===== config.mk =====
export PLATFORM = sky130hd
export DESIGN_NAME = inst_prefetch_buffer
export DESIGN_NICKNAME = d
export VERILOG_FILES = /design/src/rtl/inst_prefetch_buffer.sv
export SDC_FILE = /design/constraint.sdc
export NUM_CORES = 1
export LEC_CHECK = 0
export CELL_PAD_IN_SITES_DETAIL_PLACEMENT = 1
export CELL_PAD_IN_SITES_GLOBAL_PLACEMENT = 1
export CORE_MARGIN = 2
export CORE_UTILIZATION = 44
export CTS_BUF_LIST = sky130_fd_sc_hd__clkbuf_4 sky130_fd_sc_hd__clkbuf_8
export DETAILED_ROUTE_END_ITERATION = 8
export PLACE_DENSITY = 0.85
export SLEW_MARGIN = 0
export SYNTH_ARGS = -nofsm -noshare
export SYNTH_HDL_FRONTEND = slang
export SYNTH_SLANG_ARGS = --single-unit

===== constraint.sdc =====
create_clock -name clk -period 5.95 [get_ports clk]
set_clock_uncertainty 0.2 [all_clocks]
set_input_delay 1.785 -clock clk [delete_from_list [all_inputs] [get_ports clk]]
set_output_delay 1.785 -clock clk [all_outputs]
set_load 0.05 [all_outputs]

===== src/rtl/inst_prefetch_buffer.sv =====
// Purpose: small in-order instruction prefetch FIFO between the pipeline PC and an instruction memory.
// Latency: a request issues the edge after it is needed; ack data is visible one edge later (no bypass).
// Backpressure: a pipeline stall stops pops; no request issues while the buffer plus the outstanding slot is full.
module inst_prefetch_buffer #(
    parameter int          DEPTH    = 4,
    parameter logic [31:0] RESET_PC = 32'h0000_0000
) (
    input  logic        clk,
    input  logic        rst,
    input  logic [31:0] cpu_pc,
    input  logic        cpu_advance,
    output logic [31:0] cpu_inst,
    output logic        cpu_inst_valid,
    output logic        mem_req,
    output logic [31:0] mem_addr,
    input  logic        mem_ack,
    input  logic [31:0] mem_rdata
);

    // Pointer width covers DEPTH entries; count needs one extra value for "full".
    localparam int PTR_W = (DEPTH > 1) ? $clog2(DEPTH) : 1;
    localparam int CNT_W = $clog2(DEPTH + 1);
    localparam logic [CNT_W-1:0] DEPTH_C = CNT_W'(DEPTH);

    // Storage and bookkeeping. Entry at rd_ptr always holds the word at exp_pc,
    // and each following entry holds the next sequential word.
    logic [31:0]      fifo_mem [DEPTH];
    logic [PTR_W-1:0] rd_ptr;
    logic [PTR_W-1:0] wr_ptr;
    logic [CNT_W-1:0] count;
    logic [31:0]      exp_pc;
    logic [31:0]      fetch_addr;
    logic             discard;

    // Per-cycle decisions.
    logic             hit;
    logic             redirect;
    logic             pop;
    logic             ack;
    logic             push;
    logic             outstanding;
    logic             issue;
    logic [CNT_W-1:0] count_nxt;
    logic [31:0]      fetch_addr_nxt;

    // A hit needs a non-empty buffer whose head address matches the pipeline PC.
    assign hit      = (count != '0) && (cpu_pc == exp_pc);
    // Any PC mismatch is a redirect, even on an empty buffer; the old stream is abandoned.
    assign redirect = (cpu_pc != exp_pc);
    assign pop      = hit && cpu_advance;
    // mem_ack is ignored unless a request is actually pending (e.g. a stale ack after reset).
    assign ack      = mem_req && mem_ack;
    // Ack data is kept only if it belongs to the current stream.
    assign push     = ack && !discard && !redirect;
    // A request that does not complete this cycle stays in flight and blocks a new one.
    assign outstanding    = mem_req && !mem_ack;
    assign fetch_addr_nxt = redirect ? cpu_pc : fetch_addr;

    // Occupancy after this edge's redirect / push / pop.
    always_comb begin
        count_nxt = count;
        if (redirect) begin
            count_nxt = '0;
        end else if (push && !pop) begin
            count_nxt = count + CNT_W'(1);
        end else if (pop && !push) begin
            count_nxt = count - CNT_W'(1);
        end
    end

    // A new request only goes out when none remains in flight and its slot is free,
    // so count plus the outstanding request never exceeds DEPTH.
    assign issue = !outstanding && (count_nxt < DEPTH_C);

    // Instruction output is NOP unless the head entry is the one the pipeline wants.
    assign cpu_inst_valid = hit;
    assign cpu_inst       = hit ? fifo_mem[rd_ptr] : 32'h0;

    // Data array write; no reset needed since count gates every read.
    always_ff @(posedge clk) begin
        if (push) begin
            fifo_mem[wr_ptr] <= mem_rdata;
        end
    end

    // Buffer pointers, occupancy and expected head address.
    always_ff @(posedge clk or posedge rst) begin
        if (rst) begin
            rd_ptr <= '0;
            wr_ptr <= '0;
            count  <= '0;
            exp_pc <= RESET_PC;
        end else begin
            count <= count_nxt;
            if (redirect) begin
                rd_ptr <= '0;
                wr_ptr <= '0;
                exp_pc <= cpu_pc;
            end else begin
                if (pop) begin
                    rd_ptr <= rd_ptr + PTR_W'(1);
                    exp_pc <= exp_pc + 32'd4;
                end
                if (push) begin
                    wr_ptr <= wr_ptr + PTR_W'(1);
                end
            end
        end
    end

    // Discard tracking: a redirect with a request still in flight marks that
    // request's data as stale; the flag clears when its ack arrives.
    always_ff @(posedge clk or posedge rst) begin
        if (rst) begin
            discard <= 1'b0;
        end else if (ack) begin
            discard <= 1'b0;
        end else if (redirect && mem_req) begin
            discard <= 1'b1;
        end
    end

    // Memory request port and next-fetch address. mem_addr is held while a
    // request is in flight even across a redirect; the new stream issues at
    // the ack edge of the stale request.
    always_ff @(posedge clk or posedge rst) begin
        if (rst) begin
            mem_req    <= 1'b0;
            mem_addr   <= 32'h0;
            fetch_addr <= RESET_PC;
        end else begin
            if (issue) begin
                mem_req    <= 1'b1;
                mem_addr   <= fetch_addr_nxt;
                fetch_addr <= fetch_addr_nxt + 32'd4;
            end else begin
                fetch_addr <= fetch_addr_nxt;
                if (ack) begin
                    mem_req <= 1'b0;
                end
            end
        end
    end

endmodule


==> impl_metrics.ini, run 1 <==
[floorplan]
die_x_um = 165
core-area_sq_um = 25300
num_rows = 58
dieArea_sq_um = 27200
boundaryPins = 134
die_h_um = 165
start_util = 0.450

[logic_synthesis]
syn-num-nets = 959
synthesis.area_sq_um = 11400
synth_top_area_cell = edfxtp_1
async_flop_share = 0.451
synth-edff-count = 128
ys_seq_area_frac = 0.567
synth_area_leaders = edfxtp_1 34%, dfrtp_1 23%, mux4_2 6.3%
synth-seq-cells = 233
yosysWarningCount = 0
ys_types = 55
ys.flop_type = edfxtp_1
yosysTopAreaCellShare = 0.337
synth_area_per_cell_sq_um = 12.9
syn_inst = 882

[timing]
post-route-period-util = 0.995
worst_pin_slew_ns = 1.22
relSlewSlack = 0.187
setup_violations = 0
hold_violations = 0
min_period_ns = 5.92
finalWorstSetupSlack_ns = 0.0275
fmaxAchievable_ghz = 0.169
slew_viol_final = 0

[worst_setup_path]
slowest_delay_ns = 0.48
crit_type = primary input to output port
worstPathRequired_ns = 3.96
worstSetupStartpointType = primary input
cp_max_fo = 36
crit_path_frequent_cell = buf_12
worst-path-buf-inv = 3
crit_cells = 8
rrSetupSlack_ns = 2.10
worst_setup_path_end_kind = output port
crit_path_start = cpu_pc[5]
cpMaxStageDelayCell = clkdlybuf4s50_1
crit_family = simple AND/OR/NAND/NOR gates
r2r-start = exp_pc[5]
arrival_ns = 3.94
crit_chain = clkdlybuf4s50_1 > xor2_1 > nor4_4 > nand4_2 > nor2_4 > buf_12 > and3_1 > buf_12
endpoint = cpu_inst[22]
reg2reg_depth = 12
r2r_end = fetch_addr[30]

[cells_and_area]
n_antenna_cell = 0
nets = 1128
final_common_cell = edfxtp_1
fill_cells = 2467
final_util = 0.570
area_growth_pct = 26.5
drive_gt1_frac = 0.215
most-common-layout-cells = 128 x edfxtp_1, 103 x dfrtp_1, 98 x clkdlybuf4s50_1

[clock_tree]
cts_buffers = 41
cts.sinks = 233
cts_hold_buf = 0
clk_latency_ns = 0.55
post_cts_buffers = 0
cts_buffer_depth = 3
clkSlewWorstSetupHoldPaths_ns = 0.06
cts_tree = yes
cts-root-buf = clkbuf_8
htreeDepth = 2

[placement]
post-dp-hpwl_mm = 22.8
preCtsSetupSlack_ns = -0.0375
gp_congestion = 0.889
io_buffers = 133

[global_routing]
grt-ovfl-total = 0
grt_usage = 0.247
grt_max_degree = 61
grt_antenna_before_repair = 2
grt_pass1_wl_mm = 50.6
grt_pass1_vias = 8553

[detailed_routing]
routedWlPerCell_um = 23.1
ant_nets = 0
vias = 8089
drc_errors = 0
wl_mm = 32.6
drt_iter0_drc = 573
dr.pass1.iters = 5
vias_per_cell = 5.73

[power_and_ir_drop]
p_leak_nw = 5.49
peakVddDrop_mv = 0.242
power.density_nw_per_um2 = 254

[run]
cap_violations = 0

[min_path]
hp-class = flop to flop

[outcome]
run_status = finished clean
[cells in the mapped netlist, types with 10 or more instances]
cell	count
nand3_1	23
nor3_1	10
nand2_2	11
mux4_2	32
nor2_1	18
o21ai_0	41
nand4_1	14
o21ai_2	10
buf_2	17
mux2i_1	33
o2111ai_1	12
xnor2_1	41
dfrtp_1	105
edfxtp_1	128
nand2_1	82
o21ai_1	15
inv_1	14
a21oi_1	11
and4_1	17
and3_1	52
clkbuf_1	27
xor2_1	70
[cell type report]
cell class / instances / area, sq um / share of cell area
well taps: 330 / 413 / 0.0286
clock inverters: 10 / 71.3 / 0.00494
multi-input cells: 578 / 4590 / 0.318
clock buffers: 63 / 773 / 0.0536
inverters: 14 / 55.1 / 0.00381
flip-flops and latches: 233 / 6470 / 0.449
repair buffers: 183 / 2050 / 0.142
[per-stage QoR]
stage / total power [mW] / setup TNS, ns / hold slack [ns] / cell area (sq um) / std cells
5_1_grt: 3.80 / -0.565 / 0.291 / 14400 / 1411
2_1_floorplan: 2.01 / 0 / 0.266 / 11400 / 882
4_1_cts: 3.71 / 0 / 0.279 / 14400 / 1411
3_3_place_gp: 2.17 / 0 / 0.262 / 13600 / 1338
6_report: 3.67 / 0 / 0.276 / 14400 / 1411
3_5_place_dp: 2.18 / -0.374 / 0.269 / 13600 / 1338
[repair_timing]
item,4_1_cts,5_1_grt
gates resized for setup,2,3
endpoints found under the hold margin,0,0
endpoints found under the setup margin,29,33
pin swaps,1,1
[worst min-delay path by stage]
| stage | start | endpoint | cells after the start |
|---|---|---|---|
| final | mem_addr[19] | mem_addr[19] | 1 |
| after floorplan | fetch_addr[0] | fetch_addr[0] | 1 |
| after global placement | mem_addr[19] | mem_addr[19] | 1 |
| after CTS | mem_addr[19] | mem_addr[19] | 1 |
| after global routing | mem_addr[19] | mem_addr[19] | 1 |
| after detailed placement | mem_addr[19] | mem_addr[19] | 1 |
[report_power, final]
part	leakage, nW	internal [mW]	switching [mW]
Clock	0.451	0.837	0.674
Combinational	2.64	0.145	0.226
Sequential	2.40	1.75	0.0417
[registers in the layout, summed over array words and instances (netlist names)]
register    count
count           3
discard         1
exp_pc         32
fetch_addr     32
fifo_mem      128
mem_addr       32
mem_req         1
rd_ptr          2
wr_ptr          2
[metal layers]
layer | GRT usage | share of wire | wire, um | vias up
li1 | - | - | - | 3610
met1 | 0.335 | 0.42 | 13800 | 4149
met2 | 0.396 | 0.49 | 15800 | 275
met3 | 0.0542 | 0.070 | 2270 | 53
met4 | 0.0794 | 0.020 | 652 | 2
met5 | 0 | 0.00034 | 11 | -
[cells by family after synthesis]
logic type	Yosys count	synth area share
simple gates	262	0.130
flops	233	0.567
compound gates	113	0.0652
xor+xnor	111	0.0852
mux	82	0.109
buf+inv	71	0.0321
fa+ha+maj	10	0.0108
Power figures use the tool's default switching activity.
==> run 2: changes to the inputs <==
--- a/config.mk
+++ b/config.mk
@@ -5,6 +5,7 @@
 export SDC_FILE = /design/constraint.sdc
 export NUM_CORES = 1
 export LEC_CHECK = 0
+export CAP_MARGIN = 10
 export CELL_PAD_IN_SITES_DETAIL_PLACEMENT = 1
 export CELL_PAD_IN_SITES_GLOBAL_PLACEMENT = 1
 export CORE_MARGIN = 2
==> constraint.sdc (replaced) <==
create_clock -name clk -period 6.5 [get_ports clk]
set_clock_uncertainty 0.2 [all_clocks]
set_input_delay 1.95 -clock clk [delete_from_list [all_inputs] [get_ports clk]]
set_output_delay 1.95 -clock clk [all_outputs]
set_load 0.05 [all_outputs]
==> run 2 against run 1 <==
  * Non-clock buffer count shrank 9
  * Critical endpoint is now cpu_inst[10]
  * Critical path depth unchanged
  * Sequential share of layout area increased by 0.13 points
==> impl_metrics.ini, run 2 (synthesized netlist as in run 1, its figures left out) <==
[outcome]
run_status = finished clean

[power_and_ir_drop]
power.density_nw_per_um2 = 237
p_leak_nw = 5.44
totalPowerFinal_mw = 3.41
peakVddDrop_mv = 0.153

[global_routing]
grt_pass1_wl_mm = 51.1
grt_usage = 0.250
grt_pass1_vias = 8626
grtUsageMet3 = 0.0547
use_met1 = 0.339
grt-ovfl-total = 0
grt_antenna_before_repair = 3
grt_max_degree = 81
use_met2 = 0.399
grt.busiest_layer = met2

[cells_and_area]
regMostFlops = fifo_mem
nets = 1119
most-common-layout-cells = 128 x edfxtp_1, 103 x dfrtp_1, 100 x clkdlybuf4s50_1
fill_cells = 2517
final_common_cell = edfxtp_1
largest_reg_flops = 128
fin_cells = 1406
final_util = 0.568
area_growth_pct = 26.2
drive_gt1_frac = 0.202

[floorplan]
boundaryPins = 134
core-area_sq_um = 25300
die_x_um = 165
dieArea_sq_um = 27200
start_util = 0.450
num_rows = 58
die_h_um = 165

[worst_setup_path]
cp_max_fo = 33
arrival_ns = 4.32
worstSetupStartpointType = primary input
worst_setup_path_end_kind = output port
crit_type = primary input to output port
slowest_delay_ns = 0.61
cpMaxStageDelayCell = clkdlybuf4s50_1
worst-path-buf-inv = 3
crit_chain = clkdlybuf4s50_1 > xor2_1 > nor4_1 > nand4_2 > nor2_4 > buf_12 > and3_1 > buf_12
crit_family = simple AND/OR/NAND/NOR gates
crit_path_frequent_cell = buf_12
worstPathRequired_ns = 4.35

[detailed_routing]
ant_nets = 0
dr.pass1.iters = 7
drc_errors = 0
routedWlPerCell_um = 23.6
vias = 8088
drt_iter0_drc = 677
vias_per_cell = 5.75
wl_mm = 33.2

[clock_tree]
htreeDepth = 2
cts_buffer_depth = 3
cts_buffers = 41
clk_latency_ns = 0.55
cts.sinks = 233
cts_tree = yes
cts_hold_buf = 0
cts-root-buf = clkbuf_8
clkSlewWorstSetupHoldPaths_ns = 0.06

[timing]
relSlewSlack = 0.279
rsz0062_at_grt = false
min_period_ns = 6.47
worst_pin_slew_ns = 1.08
setup_violations = 0
fmaxAchievable_ghz = 0.155
tns_ns = 0
post-route-period-util = 0.995
worst_hold_slack_ns = 0.285
slew_viol_final = 0
hold_violations = 0

[placement]
gp_congestion = 0.856
post-dp-hpwl_mm = 22.8
io_buffers = 133
dp_cells = 1328

[run]
cap_violations = 0

[min_path]
hp-class = flop to flop
run 2: timing repair:
action | in CTS | in global routing
setup endpoints to repair | 0 | 1
buffers inserted | 0 | 0
hold endpoints to repair | 0 | 0
gates resized for setup | 0 | 1
run 2: power breakdown:
group          internal, mW  switching, mW
combinational         0.130          0.203
clock                 0.818          0.618
sequential             1.60         0.0378
run 2: final cells by class:
cell class / count / area (sq um) / area share
Clock buffer: 58 / 742 / 0.0516
Sequential cell: 233 / 6470 / 0.450
Timing Repair Buffer: 174 / 1990 / 0.138
Tap cell: 330 / 413 / 0.0287
Inverter: 14 / 55.1 / 0.00383
Antenna cell: 3 / 7.51 / 0.000522
Multi-Input combinational cell: 578 / 4580 / 0.318
Clock inverter: 16 / 133 / 0.00922
run 2: layer usage:
layer,wire length (um),share of wire,vias to the layer above
li1,-,-,3587
met1,14100,0.43,4114
met2,15800,0.48,316
met3,2320,0.070,69
met4,928,0.028,2
met5,13,0.00039,-
run 2: final timing paths:
| path | start | end | slack [ns] | depth (start not counted) |
|---|---|---|---|---|
| worst min register to register | mem_addr[12] | mem_addr[12] | 0.28 | 2 |
| worst max register to register | exp_pc[11] | fetch_addr[30] | 2.20 | 14 |
| worst min-delay path | mem_addr[12] | mem_addr[12] | 0.28 | 2 |
| max in group asynchronous | rst | mem_addr[29] | 3.29 | 3 |
| worst max-delay path | cpu_pc[27] | cpu_inst[10] | 0.03 | 8 |
| min in group asynchronous | rst | mem_addr[7] | 1.82 | 2 |
run 2: worst reg2reg max path, cell delays in order (launching register included):
cell     delay [ns]
dfrtp_1        0.47
xor2_1         0.22
nor4_2         0.36
buf_4          0.19
nand4_2        0.15
nor2_4         0.24
buf_12         0.20
buf_4          0.35
mux2_2         0.43
ha_1           0.23
and2_1         0.22
and4_1         0.24
o211a_1        0.21
a41oi_1        0.36
xnor2_1        0.16
run 2: through the flow:
step	area, sq um	worst slack [ns]
after floorplan	11400	0.447
after global placement	13500	0.191
after detailed placement	13500	0.0992
after CTS	14400	0.0565
after global routing	14400	0.0101
final	14400	0.0318
